==> src/rtl/branch_resolve.sv <==
//-----------------------------------------------------------------------------
// branch_resolve
//
// Sits between decode and execute, directly downstream of the branch
// predictor. Each predicted control-flow instruction (JAL or conditional
// branch) that leaves decode is recorded in an in-order queue. When execute
// resolves the oldest instruction, its actual outcome is compared with the
// stored prediction:
//   - on a mismatch a one-cycle flush is raised together with the PC that
//     fetch should have followed, and the queue is cleared (everything younger
//     is wrong-path);
//   - conditional branches are reported back to the predictor as a
//     bp_branch/bp_result training pair;
//   - resolved and mispredicted instructions are counted.
//
// Parameters
//   DEPTH : queue entries (power of two, >= 2)
//   CNT_W : width of the performance counters
//
// Ports
//   clk, rst      : clock, synchronous active-high reset
//   pred_valid    : push - a predicted JAL/branch leaves decode this cycle
//   pred_is_cond  : 1 = conditional branch, 0 = JAL
//   pred_taken    : predictor's taken decision
//   pred_pc       : PC of the instruction
//   pred_target   : pc+imm computed by the predictor
//   ex_valid      : pop - execute resolves the oldest queued instruction
//   ex_taken      : actual outcome
//   flush         : one-cycle pulse, kill younger instructions and redirect
//   redirect_pc   : correct fetch PC, valid while flush=1 (held otherwise)
//   bp_branch     : predictor update strobe (conditional branches only)
//   bp_result     : actual outcome for the predictor
//   full, empty   : queue status (decode must stall while full)
//   overflow      : sticky, push while full without a simultaneous pop
//   underflow     : sticky, pop while empty
//   branch_cnt    : resolved instructions
//   mispred_cnt   : mispredicted instructions
//-----------------------------------------------------------------------------
module branch_resolve #(
    parameter int DEPTH = 4,
    parameter int CNT_W = 32
) (
    input  logic             clk,
    input  logic             rst,
    input  logic             pred_valid,
    input  logic             pred_is_cond,
    input  logic             pred_taken,
    input  logic [31:0]      pred_pc,
    input  logic [31:0]      pred_target,
    input  logic             ex_valid,
    input  logic             ex_taken,
    output logic             flush,
    output logic [31:0]      redirect_pc,
    output logic             bp_branch,
    output logic             bp_result,
    output logic             full,
    output logic             empty,
    output logic             overflow,
    output logic             underflow,
    output logic [CNT_W-1:0] branch_cnt,
    output logic [CNT_W-1:0] mispred_cnt
);

    localparam int             PTR_W      = $clog2(DEPTH);
    localparam logic [PTR_W:0] FULL_COUNT = (PTR_W + 1)'(DEPTH);

    // The queue only needs to remember what to do if the prediction turns out
    // wrong: the path fetch did not follow.
    typedef struct packed {
        logic        is_cond;
        logic        pred_taken;
        logic [31:0] fallback_pc;
    } entry_t;

    //-------------------------------------------------------------------------
    // State
    //-------------------------------------------------------------------------
    entry_t             r_mem [DEPTH];
    logic [PTR_W-1:0]   r_head;
    logic [PTR_W-1:0]   r_tail;
    logic [PTR_W:0]     r_count;
    logic               r_full;
    logic               r_empty;
    logic               r_overflow;
    logic               r_underflow;
    logic               r_flush;
    logic [31:0]        r_redirect_pc;
    logic               r_bp_branch;
    logic               r_bp_result;
    logic [CNT_W-1:0]   r_branch_cnt;
    logic [CNT_W-1:0]   r_mispred_cnt;

    //-------------------------------------------------------------------------
    // Combinational
    //-------------------------------------------------------------------------
    entry_t             w_push_entry;
    entry_t             w_head_entry;
    logic               w_do_pop;
    logic               w_do_push;
    logic               w_mispred;
    logic [PTR_W-1:0]   w_head_nxt;
    logic [PTR_W-1:0]   w_tail_nxt;
    logic [PTR_W:0]     w_count_nxt;

    // A taken prediction means fetch went to the target, so the fallback is
    // the sequential PC; a not-taken prediction falls back to the target.
    always_comb begin
        w_push_entry.is_cond     = pred_is_cond;
        w_push_entry.pred_taken  = pred_taken;
        w_push_entry.fallback_pc = pred_taken ? (pred_pc + 32'd4) : pred_target;
    end

    assign w_head_entry = r_mem[r_head];
    assign w_do_pop     = ex_valid && !r_empty;
    assign w_mispred    = w_do_pop && (w_head_entry.pred_taken != ex_taken);

    // A pop in the same cycle frees a slot, so a push into a full queue is
    // accepted then. A push alongside a mispredicting pop is wrong-path and
    // is discarded.
    assign w_do_push    = pred_valid && (!r_full || w_do_pop) && !w_mispred;

    // NOTE: every signal written here gets a default first, so no path leaves
    // it unassigned and no latch is inferred.
    always_comb begin
        w_head_nxt  = r_head;
        w_tail_nxt  = r_tail;
        w_count_nxt = r_count;
        if (w_mispred) begin
            w_head_nxt  = '0;
            w_tail_nxt  = '0;
            w_count_nxt = '0;
        end else begin
            if (w_do_pop) begin
                w_head_nxt = r_head + PTR_W'(1);
            end
            if (w_do_push) begin
                w_tail_nxt = r_tail + PTR_W'(1);
            end
            case ({w_do_push, w_do_pop})
                2'b10:   w_count_nxt = r_count + (PTR_W + 1)'(1);
                2'b01:   w_count_nxt = r_count - (PTR_W + 1)'(1);
                default: w_count_nxt = r_count;
            endcase
        end
    end

    //-------------------------------------------------------------------------
    // Queue storage
    //-------------------------------------------------------------------------
    // NOTE: the entry array has no reset; an entry is only ever read after it
    // has been written, and leaving it out of reset keeps it a plain RAM.
    always_ff @(posedge clk) begin
        if (w_do_push) begin
            r_mem[r_tail] <= w_push_entry;
        end
    end

    //-------------------------------------------------------------------------
    // Pointers and status
    //-------------------------------------------------------------------------
    // NOTE: sequential state uses non-blocking assignments so every register
    // samples the pre-edge value of every other register.
    always_ff @(posedge clk) begin
        if (rst) begin
            r_head      <= '0;
            r_tail      <= '0;
            r_count     <= '0;
            r_full      <= 1'b0;
            r_empty     <= 1'b1;
            r_overflow  <= 1'b0;
            r_underflow <= 1'b0;
        end else begin
            r_head  <= w_head_nxt;
            r_tail  <= w_tail_nxt;
            r_count <= w_count_nxt;
            r_full  <= (w_count_nxt == FULL_COUNT);
            r_empty <= (w_count_nxt == '0);
            if (pred_valid && r_full && !w_do_pop) begin
                r_overflow <= 1'b1;
            end
            if (ex_valid && r_empty) begin
                r_underflow <= 1'b1;
            end
        end
    end

    //-------------------------------------------------------------------------
    // Resolution outputs (one cycle after the pop) and counters
    //-------------------------------------------------------------------------
    always_ff @(posedge clk) begin
        if (rst) begin
            r_flush       <= 1'b0;
            r_redirect_pc <= '0;
            r_bp_branch   <= 1'b0;
            r_bp_result   <= 1'b0;
            r_branch_cnt  <= '0;
            r_mispred_cnt <= '0;
        end else begin
            r_flush     <= w_mispred;
            r_bp_branch <= w_do_pop && w_head_entry.is_cond;
            r_bp_result <= w_do_pop && ex_taken;
            // redirect_pc only carries meaning alongside flush, so it holds
            // between mispredicts instead of toggling on every pop.
            if (w_mispred) begin
                r_redirect_pc <= w_head_entry.fallback_pc;
                r_mispred_cnt <= r_mispred_cnt + CNT_W'(1);
            end
            if (w_do_pop) begin
                r_branch_cnt <= r_branch_cnt + CNT_W'(1);
            end
        end
    end

    assign flush       = r_flush;
    assign redirect_pc = r_redirect_pc;
    assign bp_branch   = r_bp_branch;
    assign bp_result   = r_bp_result;
    assign full        = r_full;
    assign empty       = r_empty;
    assign overflow    = r_overflow;
    assign underflow   = r_underflow;
    assign branch_cnt  = r_branch_cnt;
    assign mispred_cnt = r_mispred_cnt;

endmodule
==> config.mk <==
export PLATFORM = sky130hd
export DESIGN_NAME = branch_resolve
export DESIGN_NICKNAME = d
export VERILOG_FILES = /design/src/rtl/branch_resolve.sv
export SDC_FILE = /design/constraint.sdc
export NUM_CORES = 1
export LEC_CHECK = 0
export ABC_AREA = 1
export CAP_MARGIN = 25
export CORE_UTILIZATION = 45
export CTS_BUF_LIST = sky130_fd_sc_hd__clkbuf_4 sky130_fd_sc_hd__clkbuf_8
export DETAILED_ROUTE_END_ITERATION = 12
export GPL_ROUTABILITY_DRIVEN = 0
export PLACE_DENSITY_LB_ADDON = 0.08
export SKIP_CTS_REPAIR_TIMING = 1
export SKIP_LAST_GASP = 1
export SYNTH_ARGS = -nofsm -noshare
export SYNTH_HDL_FRONTEND = slang
export SYNTH_SLANG_ARGS = --single-unit
==> constraint.sdc <==
create_clock -name clk -period 3.3 [get_ports clk]
set_input_delay 0.66 -clock clk [delete_from_list [all_inputs] [get_ports clk]]
set_output_delay 0.66 -clock clk [all_outputs]
set_load 0.02 [all_outputs]
[Word-level counts from Yosys, hierarchy flattened]
Memory sizes are Yosys's and may differ from the RTL's. A register that Yosys moved wholly into a read port is not among the register bits.
Cells that the tools add are included.
Operators by class
  add/sub/neg operators: 7
  equal/unequal tests: 4
  multiplexer cells: 7
  reductions and logical operators: 16
Operator list (number)
  adder 32 x 1 -> 32 bit (second input constant): 2
  adder 32 x 3 -> 32 bit (second input constant): 1
  2-to-1 mux 32 bit: 1
  logical AND 1 bit: 9
  case mux 3 bit (2 select lines): 1
  adder 2 x 1 -> 2 bit (second input constant): 2
  zero test 1 bit: 4
  2-to-1 mux 2 bit: 2
  adder 3 x 1 -> 3 bit (second input constant): 1
  equality test 3 bit (second input constant): 1
  zero test 3 bit: 1
  2-to-1 mux 3 bit: 1
  subtractor 3 x 1 -> 3 bit (second input constant): 1
  equality test 2 x 1 -> 1 bit (second input constant): 1
  equality test 2 bit (second input constant): 1
  2-to-1 mux 1 bit: 2
  OR reduction 2 bit: 1
  logical OR 1 bit: 1
  inequality test 1 bit: 1
Storage, ports and cells
  bits in registers: 110
  bits in writable memories: 136
  input bits: 71
  output and inout bits: 103
  word-level logic and storage cells: 48
  memories: 1
Memory list
  r_mem: depth 4, width 34, read ports 1, clocked after Yosys merged registers in 1, wr ports 1, line 78  | entry_t r_mem [DEPTH];

[Logic depth before layout (Yosys ltp)]
Gate-level depths: netlist (run 1).
  depth in word-level cells: 9
  depth in mapped cells: 14
  gate-level depth less buffers: 14

[Worst setup path before layout (run 1)]
OpenSTA, ideal clock, no wires.
  kind: input port to flip-flop
  start point: in ex_valid
  end point: mem r_mem[0][0] in the netlist's numbering, enable pin
  library setup time: 0.425 ns
  data arrival time: 2.678 ns
  required time: 2.875 ns
  path slack: 0.197 ns
  stages on the path: 5
  buffers on the path: 0
  cells stage by stage: nand2_2 inv_2 nand3_4 nand3_1 nor2_1
Between the ends
  word-level cells in the longest chain between the ends: 6
  elaborated cells between the ends (all ways): 8
  classes of those cells: 2 x mux; 6 x reduce/logical
Ends and longest elaborated chain
  start, declared: line 50  | input logic ex_valid,
  logical AND 1 bit *: line 114  | assign w_do_pop = ex_valid && !r_empty;
  logical OR 1 bit or logical AND 1 bit (tied branches): line 120, 115
  logical AND 1 bit or zero test 1 bit (tied branches): line 120  | assign w_do_push = pred_valid && (!r_full || w_do_pop) && !w_mispred;
  logical AND 1 bit *: line 120
  2-to-1 mux 1 bit *: line 153  | if (w_do_push) begin
  2-to-1 mux 1 bit (implied by the code) *: line 154  | r_mem[r_tail] <= w_push_entry;
  end, declared: line 78
Mark *: on every way between the ends. The rest lies on a longest branch, timed or not.

==> flow_metrics.tcl, run 1 <==
set metrics [dict create \
    status "finished clean" \
    die_area_sq_mm 0.02594 \
    critPathBufInv 1 \
    ys.flop_type "edfxtp_1" \
    cts_buffers 44 \
    dp_cells 1850 \
    report.final.slew_viol_count 0 \
    yosysWarnings 0 \
    multi_input_area_sq_mm 0.004487 \
    nFillCells 2258 \
    row_count 57 \
    yosysSeqAreaShare_pct 55.57 \
    clk_latency_ps 540 \
    die_w_um 161.1 \
    syn_nets 1456 \
    final_core_util_pct 58.72 \
    h-tree-depth 2 \
    critPathLaunchType "flop" \
    cp_top_family "simple AND/OR/NAND/NOR gates" \
    grt_remaining_overflow 0 \
    required_ps 3770 \
    p_leak_nw 5.469 \
    vias 9658 \
    grt_usage_pct 21.73 \
    area_growth_pct 26.54 \
    async_flop_share_pct 0 \
    wl_per_cell_um 14.43 \
    ant_nets 0 \
    fmax_mhz 380.3 \
    ys_ff_latch 248 \
    drc 0 \
    skew_ps 20.94 \
    layoutNonFillerInstCount 1932 \
    clk_pin_slew_ps 50 \
    syn_area_per_cell_sq_um 8.273 \
    drt-total-wl_mm 27.87 \
    cts.path.max_buffers 3 \
    regToRegSetupSlack_ps 670 \
    min_from "redirect_pc[7]" \
    min_period_ps 2629 \
    io_pins 174 \
    crit_type "reg2reg" \
    fin_setup_tns_ps 0 \
    hp-class "reg2reg" \
    firstDrtPassIters 5 \
    drt-initial-drc-count 632 \
    cts.sinks 248 \
    place_ws_ps 253.3 \
    cts-root-buf "clkbuf_8" \
    diodes 0 \
    grt_max_degree 61 \
    cp_slowest_cell "dfxtp_2" \
    setup_viol 0 \
    numPortBuffers 173 \
    hpwlAfterDp_mm 19.60 \
    slew_headroom_pct 54.92 \
    grt_pass1_vias 9069 \
    grt_pass1_wl_mm 45.31 \
    antenna_found_initial 0 \
    rsz0062_at_grt "no" \
    regArea_sq_mm 0.006327 \
    cp_data_arrival_time_ps 3100 \
    synth-edff-count 136 \
    cts_tree "yes" \
    die_h_um 161.1 \
    drive_above_1_share_pct 7.960 \
    finalHoldViolCount 0 \
    synth_area_sq_mm 0.01138 \
    whs_ps 442.4 \
    syn_inst 1376 \
    power_density_mw_per_mm2 535.8 \
    end_kind "flop" \
    min_period_over_period_pct 79.68 \
    fin_nets 1652 \
    cap_violations 0 \
    worst-slew-pin-transition_ps 669.2 \
    critPathMaxStageDelay_ps 530 \
    vias_per_cell 4.999 \
    cp_max_fo 16 \
    synth_cell_type_count 34 \
    core_area_sq_mm 0.02453 \
    setup_ws_ps 670.7 \
    start_util_pct 46.40 \
    peakVddDrop_mv 0.3524 \
    worstPathCellList "inv_2 > nand2_1 > nand3_1 > nand2_1 > nand2_2 > nand3_4 > nand3_1 > ha_1 > fa_1 > a21oi_1 > o21ai_0 > xor2_1 > nand3_1 > nand2_1" \
]
-- worst register-to-register path: stages (launching register included) --
cell and delay [ps]:
dfxtp_2 530, inv_2 160, nand2_1 90, nand3_1 110
nand2_1 110, nand2_2 80, nand3_4 60, nand3_1 100
ha_1 260, fa_1 390, a21oi_1 150, o21ai_0 130
xor2_1 230, nand3_1 100, nand2_1 70
-- power breakdown --
group          switching [mW]  internal, mW
clock                    1.19          1.72
sequential             0.0983          3.53
combinational           0.745         0.434
total                    2.04          5.68
-- final cells by class --
| type | count | share of cell area (%) |
|---|---|---|
| sequential | 248 | 43.92 |
| multi-input combinational | 990 | 31.15 |
| timing repair buffer | 197 | 13.27 |
| clock buffer | 78 | 6.323 |
| tap | 324 | 2.814 |
| inverter | 91 | 2.371 |
| clock inverter | 4 | 0.1477 |
-- flip-flops by register name, summed over array words and instances, names as in the netlist, named ones only --
| register | flops |
|---|---|
| redirect_pc | 32 |
| r_head | 2 |
| empty | 1 |
| flush | 1 |
| r_count | 3 |
| r_mem | 136 |
| bp_branch | 1 |
| bp_result | 1 |
| branch_cnt | 32 |
| mispred_cnt | 32 |
| underflow | 1 |
| overflow | 1 |
| r_tail | 2 |
| full | 1 |
-- cells in the final DEF, fill, tap and decap left out, types with 2 or more instances in the layout --
| cell type | instances |
|---|---|
| nand2_1 | 420 |
| o21ai_0 | 90 |
| clkdlybuf4s50_1 | 173 |
| o22ai_1 | 32 |
| ha_1 | 8 |
| nor3_1 | 16 |
| clkinv_1 | 2 |
| dfxtp_1 | 111 |
| nor2_2 | 5 |
| nand3b_1 | 6 |
| edfxtp_1 | 136 |
| nand4_1 | 14 |
| buf_4 | 24 |
| o21a_1 | 4 |
| a211oi_1 | 2 |
| inv_2 | 5 |
| xor2_1 | 18 |
| xnor2_1 | 8 |
| nand2_2 | 2 |
| nor2_1 | 233 |
| nor2_4 | 4 |
| nand3_1 | 63 |
| nand3_2 | 4 |
| inv_1 | 86 |
| clkbuf_4 | 26 |
| a31oi_1 | 6 |
| a21oi_1 | 49 |
| clkbuf_8 | 52 |
-- through the flow --
step	area, sq um	power [mW]
floorplan	11380	4.411
global placement	13470	4.861
detailed placement	13470	4.884
CTS	14410	7.817
global route	14410	8.095
finish	14410	7.718
-- synthesized netlist by cell type, types with 6 or more instances --
master / n / share of area [%]
xor2_1: 18 / 1.4
xnor2_1: 8 / 0.62
inv_1: 86 / 2.8
nand3b_1: 6 / 0.40
a21oi_1: 49 / 2.2
buf_4: 7 / 0.46
o22ai_1: 32 / 1.8
edfxtp_1: 136 / 36
nor2_1: 237 / 7.8
clkbuf_1: 28 / 0.92
dfxtp_1: 112 / 20
nand3_1: 63 / 2.8
nor3_1: 16 / 0.70
nand4_1: 14 / 0.77
o21ai_0: 90 / 4.0
ha_1: 8 / 0.88
nand2_1: 420 / 14
a31oi_1: 6 / 0.33
-- logic make-up after synthesis --
| logic type | after synthesis | synth area share (%) |
|---|---|---|
| and+or+nand+nor | 771 | 27.59 |
| DFF | 248 | 55.57 |
| AOI/OAI and AO/OA | 183 | 8.595 |
| buffers and inverters | 138 | 5.100 |
| xor gates and xnor gates | 26 | 2.000 |
| adders and majority gates | 9 | 1.055 |
| muxes | 1 | 0.08793 |
-- layer usage --
layer	GRT usage (%)	vias up	wire, um	share of wire [%]
li1	-	4946	-	-
met1	28.91	4393	12700	46
met4	5.446	0	423	1.5
met3	4.289	38	1723	6.2
met2	36.32	281	13030	47
met5	0	-	0	0
-- final timing paths --
path / endpoint / cells past startpoint
max: empty / 14
min: redirect_pc[7] / 2
max reg2reg: empty / 14
min reg2reg: redirect_pc[7] / 2
(Power assumes the default switching activity.)
==> run 2: changes to the inputs <==
- clock period: 3.3 -> 2.1 ns (I/O delays scaled with it)
==> flow_metrics.tcl, run 2 (synthesis gave the netlist of run 1 again) <==
set metrics [dict create \
    layoutNonFillerInstCount 2019 \
    nFillCells 2210 \
    grt_pass1_wl_mm 46.71 \
    ant_nets 0 \
    setup_ws_ps -46.67 \
    fin_setup_tns_ps -87.19 \
    cts_buffers 43 \
    grt_max_degree 65 \
    critPathLaunchType "flop" \
    hp-class "reg2reg" \
    slew_headroom_pct 57.85 \
    grt-busiest-layer "met2" \
    clk_pin_slew_ps 60 \
    vias_per_cell 4.968 \
    pwr-share-clk_pct 37.1 \
    combPwrFrac_pct 17.9 \
    grt_usage_pct 22.39 \
    cts_tree "yes" \
    sw_frac_of_total_pct 26.54 \
    drt-initial-drc-count 665 \
    row_count 57 \
    drt-total-wl_mm 28.87 \
    p_total_mw 12.63 \
    diodes 0 \
    cp_data_arrival_time_ps 2580 \
    whs_ps 440.0 \
    numPortBuffers 173 \
    power.internal_mw 9.276 \
    wl_per_cell_um 14.30 \
    antenna_found_initial 0 \
    largest_reg_flops 136 \
    largest-register "r_mem" \
    clk_latency_ps 540 \
    finalHoldViolCount 0 \
    grt_pass1_vias 9499 \
    grt_use_met3_pct 4.160 \
    regArea_sq_mm 0.006332 \
    vias 10030 \
    skew_ps 17.12 \
    required_ps 2530 \
    hpwlAfterDp_mm 20.61 \
    die_area_sq_mm 0.02594 \
    cts-root-buf "clkbuf_8" \
    peakVddDrop_mv 0.5399 \
    end_kind "flop" \
    io_pins 174 \
    cp_max_fo 4 \
    crit_type "reg2reg" \
    rsz0062_at_grt "yes" \
    firstDrtPassIters 5 \
    drive_above_1_share_pct 13.33 \
    dp_cells 1935 \
    status "finished, violations left" \
    grt_remaining_overflow 0 \
    report.final.slew_viol_count 0 \
    final_common_cell "nand2_1" \
    cap_violations 0 \
    min_period_ps 2147 \
    power_density_mw_per_mm2 821.3 \
    worst-slew-pin-transition_ps 632.2 \
    layout_common_cells "nand2_1 (417), nor2_1 (232), clkdlybuf4s50_1 (161)" \
    pwr-share-seq_pct 45.0 \
    fmax_mhz 465.8 \
    met1_usage_pct 29.09 \
    cts.sinks 248 \
    core_area_sq_mm 0.02453 \
    violations "negative setup slack" \
    multi_input_area_sq_mm 0.004576 \
    h-tree-depth 2 \
    die_h_um 161.1 \
    regToRegSetupSlack_ps -50 \
    die_w_um 161.1 \
    fin_nets 1741 \
    use_met2_pct 37.54 \
    drc 0 \
    setup_viol 2 \
    cts.path.max_buffers 3 \
    min_period_over_period_pct 102.2 \
    area_growth_pct 35.06 \
    p_switching_mw 3.351 \
    start_util_pct 46.40 \
    place_ws_ps -394.9 \
    p_leak_nw 6.187 \
]
run 2: changes by cell type in the layout (fill, tap and decap cells not counted), moves of 3 or more:
cell / before / now
nor2_2: 5 / 2
buf_12: 0 / 13
nor2_4: 4 / 8
nand2_1: 420 / 417
dlymetal6s2s_1: 0 / 12
buf_4: 24 / 101
clkinv_1: 2 / 5
clkbuf_4: 26 / 17
clkdlybuf4s50_1: 173 / 161
run 2: power by group through the flow:
stage          Combinational [mW]  Sequential, mW  Clock, mW
2_1_floorplan                1.09            5.88          0
3_3_place_gp                 2.15            5.77          0
3_5_place_dp                 2.18            5.78          0
4_1_cts                      2.19            5.68       4.81
5_1_grt                      2.46            5.72       5.02
6_report                     2.26            5.68       4.69
run 2: routing by layer:
| layer | up-vias | part of all wire, % |
|---|---|---|
| li1 | 5115 | - |
| met1 | 4557 | 45 |
| met2 | 307 | 47 |
| met3 | 51 | 6.1 |
| met4 | 0 | 2.4 |
| met5 | - | 0 |
run 2: worst paths after layout:
check | startpoint | endpoint | cells past startpoint
worst max-delay path | flop | full | 14
worst min-delay path | redirect_pc[15] | redirect_pc[15] | 2
worst max register to register | flop | full | 14
worst min register to register | redirect_pc[15] | redirect_pc[15] | 2
run 2: layout make-up:
| cell class | count | share of cell area (%) |
|---|---|---|
| flip-flops and latches | 248 | 41.19 |
| well taps | 324 | 2.637 |
| multi-input cells | 990 | 29.76 |
| inverters | 91 | 2.238 |
| repair buffers | 287 | 18.08 |
| clock inverters | 10 | 0.6104 |
| clock buffers | 69 | 5.485 |
run 2: stage by stage:
| stage | utilization [%] | instance area, sq um |
|---|---|---|
| after floorplan | - | 11450 |
| after global placement | 58.43 | 14330 |
| after detailed placement | 58.43 | 14330 |
| after CTS | 62.25 | 15270 |
| after global routing | 62.67 | 15370 |
| final | 62.67 | 15370 |
run 2: critical path: stages (launching register included):
cell     delay, ps
dfxtp_4        370
inv_4           40
nand2_2         50
nand3_2        100
nand2_2        100
nand2_4         60
nand3_4         70
nand3_4         90
ha_4           180
fa_2           380
a21oi_2        170
o21ai_2         70
xor2_1         170
buf_4          160
nor3_2          30
==> run 3: changes to the inputs <==
- ABC_CLOCK_PERIOD_IN_PS: unset -> 2700
- SLEW_MARGIN: unset -> 15
- clock period: 2.1 -> 2.7 ns (I/O delays scaled with it)
==> flow_metrics.tcl, run 3 (synthesis gave the netlist of run 1 again) <==
set metrics [dict create \
    clk_pin_slew_ps 60 \
    fmax_mhz 421.6 \
    grt_pass1_vias 9156 \
    start_util_pct 46.40 \
    crit_end "full" \
    reg2reg_to "full" \
    ant_nets 0 \
    end_kind "flop" \
    die_w_um 161.1 \
    wl_per_cell_um 14.56 \
    hp-class "reg2reg" \
    drt-initial-drc-count 789 \
    cts-root-buf "clkbuf_8" \
    setup_ws_ps 328.2 \
    grt_usage_pct 22.22 \
    hpwlAfterDp_mm 19.92 \
    setup_viol 0 \
    power_density_mw_per_mm2 638.8 \
    largest_reg_flops 136 \
    layout_common_cells "nand2_1 (420), nor2_1 (233), clkdlybuf4s50_1 (173)" \
    final_common_cell "nand2_1" \
    slew_headroom_pct 52.67 \
    drive_above_1_share_pct 8.626 \
    nFillCells 2210 \
    drt-total-wl_mm 28.34 \
    h-tree-depth 2 \
    cts.sinks 248 \
    fin_nets 1671 \
    core_area_sq_mm 0.02453 \
    min_period_ps 2372 \
    rsz0062_at_grt "no" \
    cp_max_fo 13 \
    die_h_um 161.1 \
    min_from "redirect_pc[6]" \
    place_ws_ps -21.97 \
    skew_ps 16.67 \
    cts_buffers 43 \
    row_count 57 \
    grt_max_degree 48 \
    grt_remaining_overflow 0 \
    regArea_sq_mm 0.006330 \
    cap_violations 0 \
    area_growth_pct 27.87 \
    firstDrtPassIters 5 \
    diodes 0 \
    report.final.slew_viol_count 0 \
    die_area_sq_mm 0.02594 \
    cts_tree "yes" \
    vias 9793 \
    worst-slew-pin-transition_ps 702.5 \
    cp_data_arrival_time_ps 2830 \
    p_leak_nw 5.545 \
    multi_input_area_sq_mm 0.004487 \
    io_pins 174 \
    vias_per_cell 5.030 \
    cts.path.max_buffers 3 \
    antenna_found_initial 0 \
    largest-register "r_mem" \
    min_period_over_period_pct 87.84 \
    crit_type "reg2reg" \
    peakVddDrop_mv 0.3891 \
    required_ps 3160 \
    finalHoldViolCount 0 \
    regToRegSetupSlack_ps 330 \
    critPathLaunchType "flop" \
    whs_ps 442.5 \
    status "finished clean" \
    clk_latency_ps 540 \
    numPortBuffers 173 \
    grt_pass1_wl_mm 46.22 \
    rr_worst_depth 13 \
    drc 0 \
]
## run 3: routing by layer
| metal | vias to the layer above | track usage (%) | part of all wire, % |
|---|---|---|---|
| li1 | 4989 | - | - |
| met1 | 4454 | 29.96 | 46 |
| met2 | 308 | 36.30 | 46 |
| met3 | 42 | 4.366 | 6.0 |
| met4 | 0 | 6.475 | 1.9 |
| met5 | - | 0 | 0 |
## run 3: layout make-up
cell class                      instances  share of cell area [%]
Tap cell                              324                   2.785
Sequential cell                       248                   43.48
Timing Repair Buffer                  217                   14.68
Clock buffer                           67                   5.561
Multi-Input combinational cell        990                   30.82
Inverter                               91                   2.347
Clock inverter                         10                  0.3180
## run 3: per-stage QoR
step	utilization [%]	cell area (sq um)	TNS, ps	total power [mW]	std cells
final	59.33	14560	0	9.298	1947
after CTS	59.32	14550	0	9.398	1947
after global routing	59.33	14560	0	9.777	1947
after global placement	55.83	13700	0	6.010	1870
after detailed placement	55.83	13700	-124.0	6.037	1870
after floorplan	-	11380	-39080	5.391	1376
## run 3: power by group
group / switching, mW / total (mW) / leakage [nW] / internal, mW
logic: 0.934 / 1.52 / 2.93 / 0.588
clock network: 1.45 / 3.34 / 0.459 / 1.90
registers: 0.121 / 4.43 / 2.16 / 4.31
## run 3: worst max-delay path, stage by stage, from the launching register on
cell,delay (ps)
dfxtp_4,440
inv_2,70
nand2_1,60
nand3_1,110
nand2_1,100
nand2_2,80
nand3_4,60
nand3_1,110
ha_1,250
fa_1,390
a21oi_1,140
o21ai_0,120
xor2_1,180
nor3_1,190
## run 3: worst min path at each step
stage	end	depth (start not counted)
detailed placement	redirect_pc[21]	2
CTS	redirect_pc[6]	2
floorplan	flop	2
global placement	redirect_pc[19]	2
global route	redirect_pc[23]	2
finish	redirect_pc[6]	2
==> patch: new RTL, flow settings as in run 1 <==
Make the reset (`rst`) asynchronous in 2 clocked blocks. Comments in the files are not updated.
--- a/src/rtl/branch_resolve.sv
+++ b/src/rtl/branch_resolve.sv
@@ -161,5 +161,5 @@
     // NOTE: sequential state uses non-blocking assignments so every register
     // samples the pre-edge value of every other register.
-    always_ff @(posedge clk) begin
+    always_ff @(posedge clk or posedge rst) begin
         if (rst) begin
             r_head      <= '0;
@@ -188,5 +188,5 @@
     // Resolution outputs (one cycle after the pop) and counters
     //-------------------------------------------------------------------------
-    always_ff @(posedge clk) begin
+    always_ff @(posedge clk or posedge rst) begin
         if (rst) begin
             r_flush       <= 1'b0;
Formal check against the unedited RTL: differs if rst is asserted again (counterexample within 4 cycles, from zero or initial values and one cycle with rst high); with rst held inactive, the same outputs for 4 cycles.
==> patch against run 1 <==
- synthesized cell count fell by 2.0%
- routed wire length increased by 4.9%
- count of clock-buffer cells in the layout decreased by 14
- sequential cell count shrank 2
- non-clock buffer count is 5 lower
- register-to-register slack better by 0.20 ns
- area after synthesis up 3.4%
- critical path depth decreased by 2
- die area grew 3.4%
- worst setup slack better by 0.19 ns
- final area grew 2.8%
- critical endpoint is now empty
Power is not compared: it rests on default switching activity, and its combinational part moved more than twofold at a synthesized area within 25%.
==> patch: results (changes against run 1) <==
status:
  status: "complete, no violations"
routing:
  wl_per_cell_um: 15.4  # +6.5%
  drt_iter0_markers: 637  # +0.79%
  via_per_inst: 5.08  # +1.7%
worst_hold_path:
  min_path_type: "register to register"
yosys:
  synthAdderAreaFrac: 0.0102  # -0.000350
  ys_warn_count: 0  # unchanged
  async_reset_ff_frac: 0.447  # +0.447
  synth_xor_area_frac: 0.0417  # +0.0217
  synthMuxAreaShare: 0  # -0.000879
  synth_cell_types: 31  # -8.8%
  yosys-top-cells-area: "edfxtp_1 35%, dfrtp_1 23%, nand2_1 17%"
  yosysSeqAreaShare: 0.581  # +0.0250
  ys_top_cells_by_count: "523 x nand2_1, 200 x nor2_1, 136 x edfxtp_1"
  postSynthNetCount: 1428  # -1.9%
  synth_compound_area_frac: 0.0554  # -0.0306
sta:
  clock-skew-final_ns: 0.0137  # -0.00725 ns
  setup_viol: 0  # unchanged
  tightest_slew_ns: 0.856  # +0.187 ns
finish:
  n_fill_cell: 2275  # +0.75%
  max_flop_register: "r_mem"
  nets: 1623  # -1.8%
  drive_above_1_share: 0.0655  # -0.0141
place:
  dpl_worst_slack_ns: 0.316  # +0.0625 ns
  port_buffers: 173  # unchanged
  dp.final_hpwl_um: 19400  # -0.78%
global_route:
  antenna_found_initial: 0  # unchanged
  grt_max_degree: 79  # +30%
  first_global_vias: 9396  # +3.6%
  grt_usage: 0.224  # +0.00711
  grt_first_pass_wirelength_um: 47100  # +3.9%
pwr:
  switchingPower_w: 0.00352
  ir_worst_vdd_mv: 0.445
  clkPwrFrac: 0.264
  leakagePower_nw: 6.19
setup_path:
  path_delay_family: "buffers and inverters"
  slowest_delay_ns: 0.48  # -0.05 ns
  crit_slowest_cell: "clkdlybuf4s50_1"
  path_max_fanout: 6  # -10
cts:
  cts_buffers: 43  # -2.3%
patch: cell count changes after synthesis, sizes merged, moves of 4 or more:
cell / delta
dfxtp: -112
dfrtp: +109
nand2: +100
a21oi: -47
nor2: -39
nand3: -35
inv: -21
nand3b: +19
xnor2: +17
xor2: +13
nor3: -12
a31oi: -6
o21ai: -5
o21a: -4
patch: final timing paths:
check                      depth (start not counted)       from              to  slack, ns
setup / recovery                                  12   ex_valid           empty       0.86
hold / removal                                     1  underflow       underflow       0.46
setup reg to reg                                  14  r_head[1]           empty       0.87
hold reg to reg                                    1  underflow       underflow       0.46
max in group asynchronous                          3        rst           empty       2.15
min in group asynchronous                          2        rst  mispred_cnt[5]       0.51
patch: cell families after synthesis:
kind of cell | after synthesis
AND/OR/NAND/NOR | 803
buffers and inverters | 113
XOR/XNOR | 56
AO/OA/AOI/OAI | 121
adder cells (fa/ha/maj) | 9
flip-flops | 246
patch: routing by layer:
| layer | track usage | routed length, um | vias to the layer above |
|---|---|---|---|
| li1 | - | - | 4773 |
| met1 | 0.303 | 13300 | 4512 |
| met2 | 0.361 | 13400 | 332 |
| met3 | 0.0417 | 1820 | 54 |
| met4 | 0.0829 | 680 | 0 |
| met5 | 0 | 0 | - |
patch: final cells by class:
class	instances	area [um2]	area share
clock buffer	64	774	0.0523
clock inverter	11	52.6	0.00355
inverter	71	270	0.0183
multi-input combinational	989	4510	0.304
sequential	246	6840	0.462
tap	330	413	0.0279
timing repair buffer	192	1950	0.132
patch: metrics by stage:
| stage | instance area, um2 | util | cells |
|---|---|---|---|
| CTS | 14800 | 0.583 | 1903 |
| global route | 14800 | 0.583 | 1903 |
| floorplan | 11800 | - | 1348 |
| global placement | 14000 | 0.550 | 1828 |
| detailed placement | 14000 | 0.550 | 1828 |
| finish | 14800 | 0.583 | 1903 |
